===== src/rtl/irq_pending_latch.sv =====
// Eight-line interrupt pending latch: edge or level capture, per-bit masking,
// sticky overrun flags and a registered irq handshake with a guaranteed low gap.
module irq_pending_latch #(
  parameter bit EDGE = 1'b1
) (
  input  logic       clk,
  input  logic       clear,
  input  logic       enable,
  input  logic [7:0] req_in,
  input  logic [7:0] mask,
  input  logic       ack,
  input  logic [2:0] ack_idx,
  output logic [7:0] pending,
  output logic       irq,
  output logic [7:0] overrun
);

  typedef enum logic [1:0] {
    IDLE   = 2'd0,
    ASSERT = 2'd1,
    GAP    = 2'd2
  } state_t;

  state_t     state;
  state_t     state_nxt;
  logic [7:0] praw;
  logic [7:0] req_q;
  logic [7:0] set_vec;
  logic [7:0] clr_vec;

  // A new event and an ack on the same bit leave the bit set, so nothing is lost.
  always_comb begin
    set_vec = 8'd0;
    clr_vec = 8'd0;
    if (enable) begin
      set_vec = EDGE ? (req_in & ~req_q) : req_in;
    end
    if (ack) begin
      clr_vec = 8'd1 << ack_idx;
    end
  end

  always_ff @(posedge clk) begin
    if (clear) begin
      req_q   <= 8'd0;
      praw    <= 8'd0;
      pending <= 8'd0;
      overrun <= 8'd0;
    end else begin
      req_q   <= req_in;
      praw    <= (praw & ~clr_vec) | set_vec;
      pending <= praw & mask;
      overrun <= overrun | (set_vec & praw & ~clr_vec);
    end
  end

  // GAP forces irq low while the acked bit drains out of the pending register.
  always_comb begin
    state_nxt = state;
    case (state)
      IDLE: begin
        if (enable && (|pending)) begin
          state_nxt = ASSERT;
        end
      end
      ASSERT: begin
        if (ack) begin
          state_nxt = GAP;
        end else if (!enable) begin
          state_nxt = IDLE;
        end
      end
      GAP: begin
        state_nxt = IDLE;
      end
      default: begin
        state_nxt = IDLE;
      end
    endcase
  end

  always_ff @(posedge clk) begin
    if (clear) begin
      state <= IDLE;
      irq   <= 1'b0;
    end else begin
      state <= state_nxt;
      irq   <= (state_nxt == ASSERT);
    end
  end

endmodule


===== config.mk =====
export PLATFORM = sky130hd
export DESIGN_NAME = irq_pending_latch
export DESIGN_NICKNAME = d
export VERILOG_FILES = /design/src/rtl/irq_pending_latch.sv
export SDC_FILE = /design/constraint.sdc
export NUM_CORES = 1
export LEC_CHECK = 0
export ABC_AREA = 1
export BUFFER_PORTS_ARGS = -buffer_cell sky130_fd_sc_hd__buf_2
export CORE_MARGIN = 10
export CORE_UTILIZATION = 46
export DETAILED_ROUTE_END_ITERATION = 7
export PLACE_DENSITY = 0.79
export SYNTH_ARGS = -nofsm -noshare
export SYNTH_HDL_FRONTEND = slang
export SYNTH_SLANG_ARGS = --single-unit
export TNS_END_PERCENT = 50

===== constraint.sdc =====
create_clock -name clk -period 1.82 [get_ports clk]
set_clock_uncertainty 0.15 [all_clocks]
set_input_delay 0.091 -clock clk [delete_from_list [all_inputs] [get_ports clk]]
set_output_delay 0.091 -clock clk [all_outputs]
set_load 0.05 [all_outputs]

==> metrics.md, run 1 <==
| Metric | Value |
|---|---|
| DP Area | `1518 sq um` |
| Design area | `1729 sq um` |
| Max cap viols | `0` |
| Area of the multi-input gates | `~470 sq um` |
| Setup-failing EPs final | `0` |
| Buf/Inv on CP | `3` |
| FMAX | `826.3 MHz` |
| Overflow after GRT | `0` |
| Initial DRT Pass Iterations | `4` |
| Async SR Flop Fraction | `0%` |
| Reg2reg end | `irq` |
| Initial DRC count | `48` |
| Layout cell share with drive strength beyond 1 | `between 20% and 30%` |
| CTS HTree Levels | `2` |
| Starting Density | `roughly 48%` |
| Worst path depth | `7` |
| DR WL/cell | `11.06 microns` |
| Number of flops mapped to enable cells by yosys | `0` |
| Die X | `around 73 microns` |
| Die area | `5397 sq um` |
| Worst VDD drop | `about 0.7 mV` |
| Largest net degree at the start of global routing | `35` |
| Yosys warnings | `0` |
| Ports | `40` |
| Fin crit period | `1210 ps` |
| R2r setup slk | `830 ps` |
| Root buffer cell | `clkbuf_4` |
| P per Cell Area | `a little under 800 nW/um^2` |
| DR vias/cell | `4.422` |
| Number of gates resized after cts | `0` |
| Leak Pwr | `roughly 0.00084 uW` |
| Routability Congestion | `0.7195` |
| Final #Nets | `about 250` |
| CTS tree | `done` |
| Max Slew Vio Count | `0` |
| Largest cells by area after synthesis | `dfxtp_1 (53%), nor2_1 (12%), inv_1 (8.3%), nand2_1 (6.9%), a21oi_1 (3.8%)` |
| Endpoint class of the critical path | `flop` |
| Syn_nets | `between 150 and 200` |
| All-layer global routing usage | `11.47%` |
| Vias | `1141` |
| Diodes inserted | `0` |
| Reg-to-Reg Start | `pending[4]` |
| CP most frequent cell | `nor2_1` |
| Area of the core | `2734 sq um` |
| Worst path cell trace | `dlygate4sd3_1 > buf_2 > inv_1 > nor2_1 > nand2_1 > a21oi_1 > nor2_1` |
| Final TNS setup | `0 ps` |
| Antenna violations before repair | `0` |
| Crit path max fanout | `3` |
| Fill cell count | `between 200 and 300` |
| Rows | `19` |
| Crit path to | `praw[0]` |
| Yosys cell types | `19` |
| Register bit total from synthesis | `35` |
| Slowest cell on crit path | `dlygate4sd3_1` |
| CP top delay family | `buffers and inverters` |
| Hold crit path type | `in2reg` |
| RSZ-0062 raised after global routing | `false` |
| Synthesized instance count | `between 150 and 200` |
| WP data arrival | `1260 ps` |
| Worst-Skew Late Latency | `between 300 and 400 ps` |
| Critical Path RT | `1870 ps` |
| Register Area | `about 700 sq um` |
| Final hold violation count | `0` |
| Outcome | `finished, final reports clean` |
| Most frequent cells after synthesis | `nor2_1 (41), dfxtp_1 (35), inv_1 (29), nand2_1 (24), a21oi_1 (10)` |
| Worst reg-to-reg path cell count | `3` |
| Seq/Total Area, Yosys | `53.28%` |
| DRC viols | `0` |
| Syn-to-layout area delta | `31.49%` |
| Mapped cell area | `roughly 1300 sq um` |
| Final Cycle Share | `66.49%` |
| DP HPWL | `2090 microns` |
| Die height | `~73 microns` |
| Critical path start-end classification | `in2reg` |
| Synth top area share | `a little over half` |
| Slew HR | `a little under 60%` |
| Most instantiated library cell after synthesis | `nor2_1` |
| CP startpoint kind | `primary input` |
| Vias in the first global route | `around 1.1k` |
| Clock buffer depth | `2` |
| CTS Buf Count | `5` |
| Top FF cell, synth | `dfxtp_1` |
| Number of sinks driven by the clock tree | `35` |
| First-pass GRT wire length | `4892 microns` |
| Worst-path clk slew | `around 90 ps` |
| Mean Syn Cell Area | `around 7.7 sq um` |
| Least-Margin Pin Slew | `604.9 ps` |
| Worst stage delay on the critical path | `roughly 530 ps` |
| Routed WL | `approximately 2900 microns` |
| Dominant cell type by area after synthesis | `dfxtp_1` |
| Critical Path Source | `ack` |
| Antenna viol nets, final | `0` |
| I/O Buffers | `39` |
## cells by family (layout without fill, tap and decap cells)
kind of cell / Yosys count / count (layout) / synth area share [%]
buffers and inverters: 34 / 91 / 10.66
flip-flops: 35 / 35 / 53.28
AND/OR/NAND/NOR: 84 / 84 / 28.55
AO/OA/AOI/OAI: 17 / 17 / 7.517
## through the flow
step | power, uW | utilization, % | instances | hold WS (ps) | setup WS, ps
floorplan | 946.6 | - | 170 | 47.97 | 668.8
global placement | 995.1 | 55.51 | 235 | 158.4 | 713.7
global route | 1446 | 63.25 | 258 | 27.64 | 540.9
CTS | 1387 | 63.25 | 258 | 7.064 | 606.2
detailed placement | 999.6 | 55.51 | 235 | 160.8 | 664.2
finish | 1370 | 63.25 | 258 | 15.41 | 609.8
## state kept, by name, indices dropped and copies added, names as in the netlist
register,cells
praw,8
overrun,8
state,2
pending,8
req_q,8
irq,1
## where the power goes
part | leakage [uW] | switching (uW) | total [uW] | internal [uW]
sequential | 0.000287 | 16.8 | 815 | 798
clock | 0.0000242 | 224 | 361 | 137
combinational | 0.000532 | 115 | 194 | 78.6
total | 0.000842 | 356 | 1370 | 1010
## routing by layer
layer	track usage (%)	part of all wire [%]	wire length, microns
met1	13.05	43	1227
met2	17.14	45	1291
met3	6.057	9.5	272
met4	5.590	2.2	63
met5	0	0	0
## repair_timing
item / CTS / global route
endpoints found under the hold margin: 33 / 0
hold buffers: 17 / 0
setup buffers: 0 / 0
endpoints found under the setup margin: 0 / 0
## cell usage in the layout (no fill, tap or decap), types with 5 or more instances in the layout
cell type / n
nor2_1: 41
buf_2: 39
dfxtp_1: 35
inv_1: 29
nand2_1: 24
dlygate4sd3_1: 17
a21oi_1: 10
nand3_1: 6
clkbuf_4: 5
## final cells by class
type	instances	area share, %
clock buffers	6	2.388
inverters	29	6.295
multi-input cells	101	27.42
flip-flops and latches	35	40.52
well taps	31	2.243
repair buffers	56	21.13
## worst register-to-register path: stages (launching register included)
cell and delay (ps):
dfxtp_1 320, nor3_1 170, nor2b_1 190, nor2_1 60
## how the worst min path moves through the flow
stage                    start    endpoint  slack, ps  depth (start not counted)
floorplan            req_in[0]    req_q[0]         50                          2
global placement     req_in[0]    req_q[0]        160                          3
detailed placement     mask[7]  pending[7]        160                          3
CTS                     enable     praw[3]          7                          3
global route            enable     praw[5]         30                          3
finish              ack_idx[1]     praw[0]         20                          5
(Power assumes the default switching activity.)
==> run 2: changes to the inputs <==
==> constraint.sdc (replaced) <==
create_clock -name clk -period 1.3 [get_ports clk]
set_clock_uncertainty 0.15 [all_clocks]
set_input_delay 0.065 -clock clk [delete_from_list [all_inputs] [get_ports clk]]
set_output_delay 0.065 -clock clk [all_outputs]
set_load 0.05 [all_outputs]
==> run 2 against run 1 <==
Cell area grew 11%. Largest cell class unchanged. Clock power rose by 84%. Die area stayed put. Sequential power grew 40%. Utilization rose by 7.0 points. Non-clock buffer count is 14 higher. Final cell count increased by 6.2%. Critical path depth decreased by 2. Register-to-register slack worse by 770 ps. First-iteration DRC count up 38%. The flow now finishes with violations (hold timing). Routed wire length rose by 16%.
==> metrics.md, run 2 (synthesis gave the netlist of run 1 again) <==
| Metric | Value |
|---|---|
| DR WL/cell | `12.05 microns (+8.9%)` |
| Critical path start-end classification | `in2reg` |
| Reg-to-Reg Start | `praw[6]` |
| Layout cell share with drive strength beyond 1 | `24.69% (+0.90 points)` |
| Least-Margin Pin Slew | `281.0 ps (-323.9 ps)` |
| FMAX | `a little under 800 MHz` |
| Final core occ | `70.25% (+7.0 points)` |
| Register Area | `704.4 sq um (+0.54%)` |
| Endpoint class of the critical path | `flop` |
| Number of sinks driven by the clock tree | `35 (unchanged)` |
| DR vias/cell | `4.679 (+5.8%)` |
| Vias in the first global route | `1279 (+13%)` |
| All-layer global routing usage | `12.66% (+1.2 points)` |
| Setup-failing EPs final | `0 (unchanged)` |
| Crit path max fanout | `1 (-2)` |
| CTS tree | `done` |
| Hold Path End | `pending[5]` |
| Most frequent cells in the layout | `nor2_1 (41), buf_2 (39), dfxtp_1 (32)` |
| Final #Nets | `265 (+5.6%)` |
| Rows | `19 (unchanged)` |
| Starting Density | `48.10% (unchanged)` |
| Final TNS setup | `0 ps (unchanged)` |
| Fill cell count | `210 (-19%)` |
| Hold Crit Depth | `2 (-3)` |
| DRC viols | `0 (unchanged)` |
| Ports | `40 (unchanged)` |
| Worst VDD drop | `1.046 mV (+46%)` |
| Die X | `73.47 microns (unchanged)` |
| Initial DRT Pass Iterations | `4 (unchanged)` |
| DP HPWL | `2201 microns (+5.3%)` |
| CP startpoint kind | `primary input` |
| Vias | `1282 (+12%)` |
| Root buffer cell | `clkbuf_4` |
| I/O Buffers | `39 (unchanged)` |
| Area of the core | `2734 sq um (unchanged)` |
| Reg2reg end | `pending[6]` |
| Slew HR | `81.27% (+22 points)` |
| Max Slew Vio Count | `0 (unchanged)` |
| First-pass GRT wire length | `5492 microns (+12%)` |
| Hold crit path type | `in2reg` |
| Worst-path clk slew | `100 ps (about the same)` |
| Commonest non-fill, non-tap cell in the layout | `nor2_1` |
| Die area | `5397 sq um (unchanged)` |
| Initial DRC count | `66 (+38%)` |
| WP data arrival | `1350 ps (+90 ps)` |
| CTS HTree Levels | `2 (unchanged)` |
| Diodes inserted | `0 (unchanged)` |
| Die height | `73.47 microns (unchanged)` |
| Outcome | `finished with violations` |
| Antenna viol nets, final | `0 (unchanged)` |
| Post-CTS setup buffer count | `0 (unchanged)` |
| Final hold violation count | `1 (+1)` |
| Antenna violations before repair | `0 (unchanged)` |
| WHS | `-70.11 ps (-85.52 ps)` |
| Failing checks | `hold timing` |
| R2r setup slk | `60 ps (-770 ps)` |
| Fin crit period | `1273 ps` |
| Max cap viols | `0 (unchanged)` |
| Hold Crit Start | `clear` |
| P per Cell Area | `1103 nW/um^2 (+39%)` |
| Syn-to-layout area delta | `46.05%` |
| Worst-Skew Late Latency | `330 ps (about the same)` |
| Worst reg-to-reg path cell count | `3 (unchanged)` |
| Leak Pwr | `0.0009869 uW (+17%)` |
| Routability Congestion | `0.7152 (-0.60%)` |
| Final Cycle Share | `a little over nine tenths` |
| Critical Path RT | `1380 ps (-490 ps)` |
| RSZ-0062 raised after global routing | `false` |
| CTS Buf Count | `5 (unchanged)` |
| Overflow after GRT | `0 (unchanged)` |
| Area of the multi-input gates | `474.2 sq um (unchanged)` |
| Routed WL | `3302 microns (+16%)` |
| Clock buffer depth | `2 (unchanged)` |
| Largest net degree at the start of global routing | `18 (-49%)` |
[run 2: cell count changes in the layout (fill, tap and decap cells not counted), sizes merged]
cell | before | now
buf | 39 | 40
dlymetal6s4s | 0 | 4
dlygate4sd3 | 17 | 26
clkbuf | 6 | 8
[run 2: worst max path at each step]
stage               startpoint          to  slack [ps]  cells past startpoint
floorplan           pending[4]         irq         150                      3
global placement    pending[0]         irq         350                      4
detailed placement  pending[0]    state[0]         330                      4
CTS                    mask[3]  pending[3]          20                      5
global route           mask[6]  pending[6]          10                      5
finish                 mask[6]  pending[6]          30                      5
[run 2: repair_timing]
item                                    4_1_cts  5_1_grt
endpoints found under the hold margin        33        1
endpoints found under the setup margin        0        6
hold buffers                                 31        1
gates resized for setup                       0        7
[run 2: stage by stage]
stage / setup WS (ps) / area [sq um] / total power [uW] / std cells
global placement: 345.1 / 1538 / 1401 / 236
finish: 26.72 / 1921 / 2119 / 274
CTS: 19.15 / 1917 / 2130 / 275
global route: 14.58 / 1921 / 2216 / 274
floorplan: 148.8 / 1315 / 1325 / 170
detailed placement: 330.1 / 1538 / 1407 / 236
[run 2: power by group]
part / total (uW) / internal [uW] / leakage [uW] / switching (uW)
Clock: 663 / 318 / 0.0000386 / 345
Combinational: 312 / 140 / 0.000661 / 172
Sequential: 1140 / 1120 / 0.000288 / 25.0
Total: 2120 / 1580 / 0.000987 / 542
[run 2: cell type report]
| type | count | share of cell area [%] |
|---|---|---|
| multi-input combinational | 101 | 24.69 |
| tap | 31 | 2.020 |
| inverter | 29 | 5.668 |
| timing repair buffer | 70 | 27.36 |
| sequential | 35 | 36.68 |
| clock buffer | 8 | 3.583 |
[run 2: critical path, cell delays in order]
cell and delay (ps):
dlygate4sd3_1 530, buf_2 120, nand2_1 50, nor2_1 30, dlygate4sd3_1 550
[run 2: layer usage]
| layer | GRT usage, % | part of all wire, % |
|---|---|---|
| met5 | 0 | 0 |
| met4 | 6.211 | 1.9 |
| met3 | 3.634 | 7.8 |
| met2 | 21.78 | 48 |
| met1 | 13.80 | 42 |
==> run 3: changes to the inputs <==
--- a/config.mk
+++ b/config.mk
@@ -8,9 +8,9 @@
 export ABC_AREA = 1
 export BUFFER_PORTS_ARGS = -buffer_cell sky130_fd_sc_hd__buf_2
 export CORE_MARGIN = 10
-export CORE_UTILIZATION = 46
+export CORE_UTILIZATION = 49
 export DETAILED_ROUTE_END_ITERATION = 7
-export PLACE_DENSITY = 0.79
+export PLACE_DENSITY = 0.83
 export SYNTH_ARGS = -nofsm -noshare
 export SYNTH_HDL_FRONTEND = slang
 export SYNTH_SLANG_ARGS = --single-unit
==> run 3 against run 2 <==
The flow now finishes without violations. Die area decreased by 4.5%. Final cell count decreased by 2.9%. First-iteration DRC count increased by 33%. Combinational power decreased by 4%. Critical path depth increased by 1. Largest cell class unchanged. Sequential power about the same. Critical endpoint is now overrun[7]. Register-to-register slack improved by 180 ps.
==> metrics.md, run 3 (synthesis gave the netlist of run 1 again) <==
| Metric | Value |
|---|---|
| DR vias/cell | `4.541 (-2.9%)` |
| Worst VDD drop | `0.7951 mV (-24%)` |
| Rows | `18 (-1)` |
| First-pass GRT wire length | `5623 microns (+2.4%)` |
| Sequential power share | `58.5% (+4.5 points)` |
| RSZ-0062 raised after global routing | `false` |
| Slew HR | `76.06% (-5.2 points)` |
| Leak Pwr | `0.0009572 uW (-3.0%)` |
| Logic pwr share | `15.4% (+0.7 points)` |
| Layout cell share with drive strength beyond 1 | `24.58% (-0.12 points)` |
| Number of sinks driven by the clock tree | `35 (unchanged)` |
| Antenna viol nets, final | `0 (unchanged)` |
| Internal power | `1439 uW (-8.7%)` |
| Vias in the first global route | `1285 (+0.47%)` |
| Routability Congestion | `0.7590 (+6.1%)` |
| Area of the core | `2522 sq um (-7.7%)` |
| Ports | `40 (unchanged)` |
| Cell count after placement | `235 (-0.42%)` |
| Initial DRT Pass Iterations | `4 (unchanged)` |
| Initial DRC count | `88 (+33%)` |
| Worst path cell trace | `dlygate4sd3_1 > clkbuf_4 > nand2_1 > nor2_1 > nand3_1 > a21oi_1` |
| Setup-failing EPs final | `0 (unchanged)` |
| Switching share of power | `26.27% (+0.68 points)` |
| Die height | `71.81 microns (-2.3%)` |
| Fin crit period | `1194 ps (-78.86 ps)` |
| CP top delay family | `buffers and inverters` |
| Pre-CTS WS | `274.4 ps (-55.72 ps)` |
| Critical path start-end classification | `in2reg` |
| Starting Density | `52.13% (+4.0 points)` |
| P per Cell Area | `1064 nW/um^2 (-3.5%)` |
| Max cap viols | `0 (unchanged)` |
| Antenna violations before repair | `0 (unchanged)` |
| Clk pwr share | `26.1% (-5.2 points)` |
| DRC viols | `0 (unchanged)` |
| Routed WL | `3325 microns (+0.70%)` |
| Root buffer cell | `clkbuf_4` |
| Worst-path clk slew | `90 ps (about the same)` |
| Syn-to-layout area delta | `39.49%` |
| Final #Nets | `260 (-1.9%)` |
| Sw Pwr | `513.0 uW (-5.4%)` |
| CP startpoint kind | `primary input` |
| Critical Path RT | `1400 ps (+20 ps)` |
| WP data arrival | `1300 ps (-50 ps)` |
| Die area | `5156 sq um (-4.5%)` |
| Most frequent cells in the layout | `nor2_1 (41), buf_2 (38), dfxtp_1 (32)` |
| Endpoint class of the critical path | `flop` |
| CTS tree | `done` |
| Post-CTS setup buffer count | `0 (unchanged)` |
| Slowest cell on crit path | `dlygate4sd3_1` |
| Vias | `1208 (-5.8%)` |
| Final TNS setup | `0 ps (unchanged)` |
| Final Cycle Share | `91.88% (-6.1 points)` |
| Crit path max fanout | `12 (+11)` |
| Clock buffer depth | `2 (unchanged)` |
| Commonest non-fill, non-tap cell in the layout | `nor2_1` |
| DR WL/cell | `12.50 microns (+3.7%)` |
| Max Slew Vio Count | `0 (unchanged)` |
| Least-Margin Pin Slew | `358.0 ps (+76.96 ps)` |
| DP HPWL | `2187 microns (-0.62%)` |
| CTS HTree Levels | `2 (unchanged)` |
| Worst-Skew Late Latency | `330 ps (about the same)` |
| Worst setup margin | `105.6 ps (+78.86 ps)` |
| Buf/Inv on CP | `2 (-1)` |
| Outcome | `finished, final reports clean` |
| Hold crit path type | `in2reg` |
| Final hold violation count | `0 (-1)` |
| All-layer global routing usage | `13.47% (+0.81 points)` |
| Diodes inserted | `0 (unchanged)` |
| Post-Layout Cell Count | `266 (-2.9%)` |
| Die X | `71.81 microns (-2.3%)` |
| Total power | `1952 uW (-7.9%)` |
| I/O Buffers | `39 (unchanged)` |
| Design area | `1834 sq um (-4.5%)` |
| CTS Buf Count | `5 (unchanged)` |
| DP Area | `1524 sq um (-0.89%)` |
| Overflow after GRT | `0 (unchanged)` |
| FMAX | `837.2 MHz (+6.6%)` |
| Worst stage delay on the critical path | `540 ps (about the same)` |
| Largest net degree at the start of global routing | `19 (+1)` |
[run 3: cell types whose count changed in the layout (fill, tap and decap cells not counted)]
cell,change
buf_12,-1
buf_2,-1
buf_4,+1
clkbuf_4,+1
clkbuf_8,-2
dlygate4sd3_1,-6
dlymetal6s4s_1,+1
[run 3: timing repair]
| action | in CTS | in global routing |
|---|---|---|
| endpoints found under the hold margin | 33 | 1 |
| hold buffers | 25 | 1 |
| setup endpoints to repair | 0 | 7 |
| resized for setup | 0 | 9 |
[run 3: layout make-up]
class,instances,area (sq um)
multi-input cells,101,474.2
inverters,29,108.9
flip-flops and latches,35,704.4
fillers,194,688.2
repair buffers,65,467.9
well taps,30,37.54
clock buffers,6,41.29
[run 3: layer usage]
| layer | wire length [microns] | part of all wire [%] | global-route usage (%) |
|---|---|---|---|
| met1 | 1396 | 42 | 13.96 |
| met4 | 56 | 1.7 | 6.667 |
| met3 | 207 | 6.2 | 5.923 |
| met2 | 1665 | 50 | 22.65 |
| met5 | 0 | 0 | 0 |
[run 3: per-stage QoR]
stage	utilization [%]	hold slack (ps)
2_1_floorplan	-	21.97
3_3_place_gp	60.42	133.5
3_5_place_dp	60.42	138.1
4_1_cts	71.97	0.1464
5_1_grt	72.72	29.45
6_report	72.72	23.59
[run 3: worst reg2reg max path: cells and delay by family (launching register included)]
| family | cells | cell delay, ps |
|---|---|---|
| AND/OR/NAND/NOR | 3 | 500 |
| flip-flops | 1 | 320 |
[run 3: final timing paths]
path | from | endpoint | slack (ps) | cells past startpoint
worst max-delay path | enable | overrun[7] | 110 | 6
worst min-delay path | ack_idx[2] | praw[0] | 20 | 5
worst max register to register | pending[4] | state[0] | 240 | 3
worst min register to register | state[1] | state[1] | 280 | 1
[run 3: power groups by stage]
| stage | clock network [uW] | logic [uW] | registers, uW |
|---|---|---|---|
| 2_1_floorplan | 0 | 114 | 1210 |
| 3_3_place_gp | 0 | 232 | 1160 |
| 3_5_place_dp | 0 | 236 | 1170 |
| 4_1_cts | 521 | 290 | 1140 |
| 5_1_grt | 564 | 335 | 1150 |
| 6_report | 509 | 301 | 1140 |
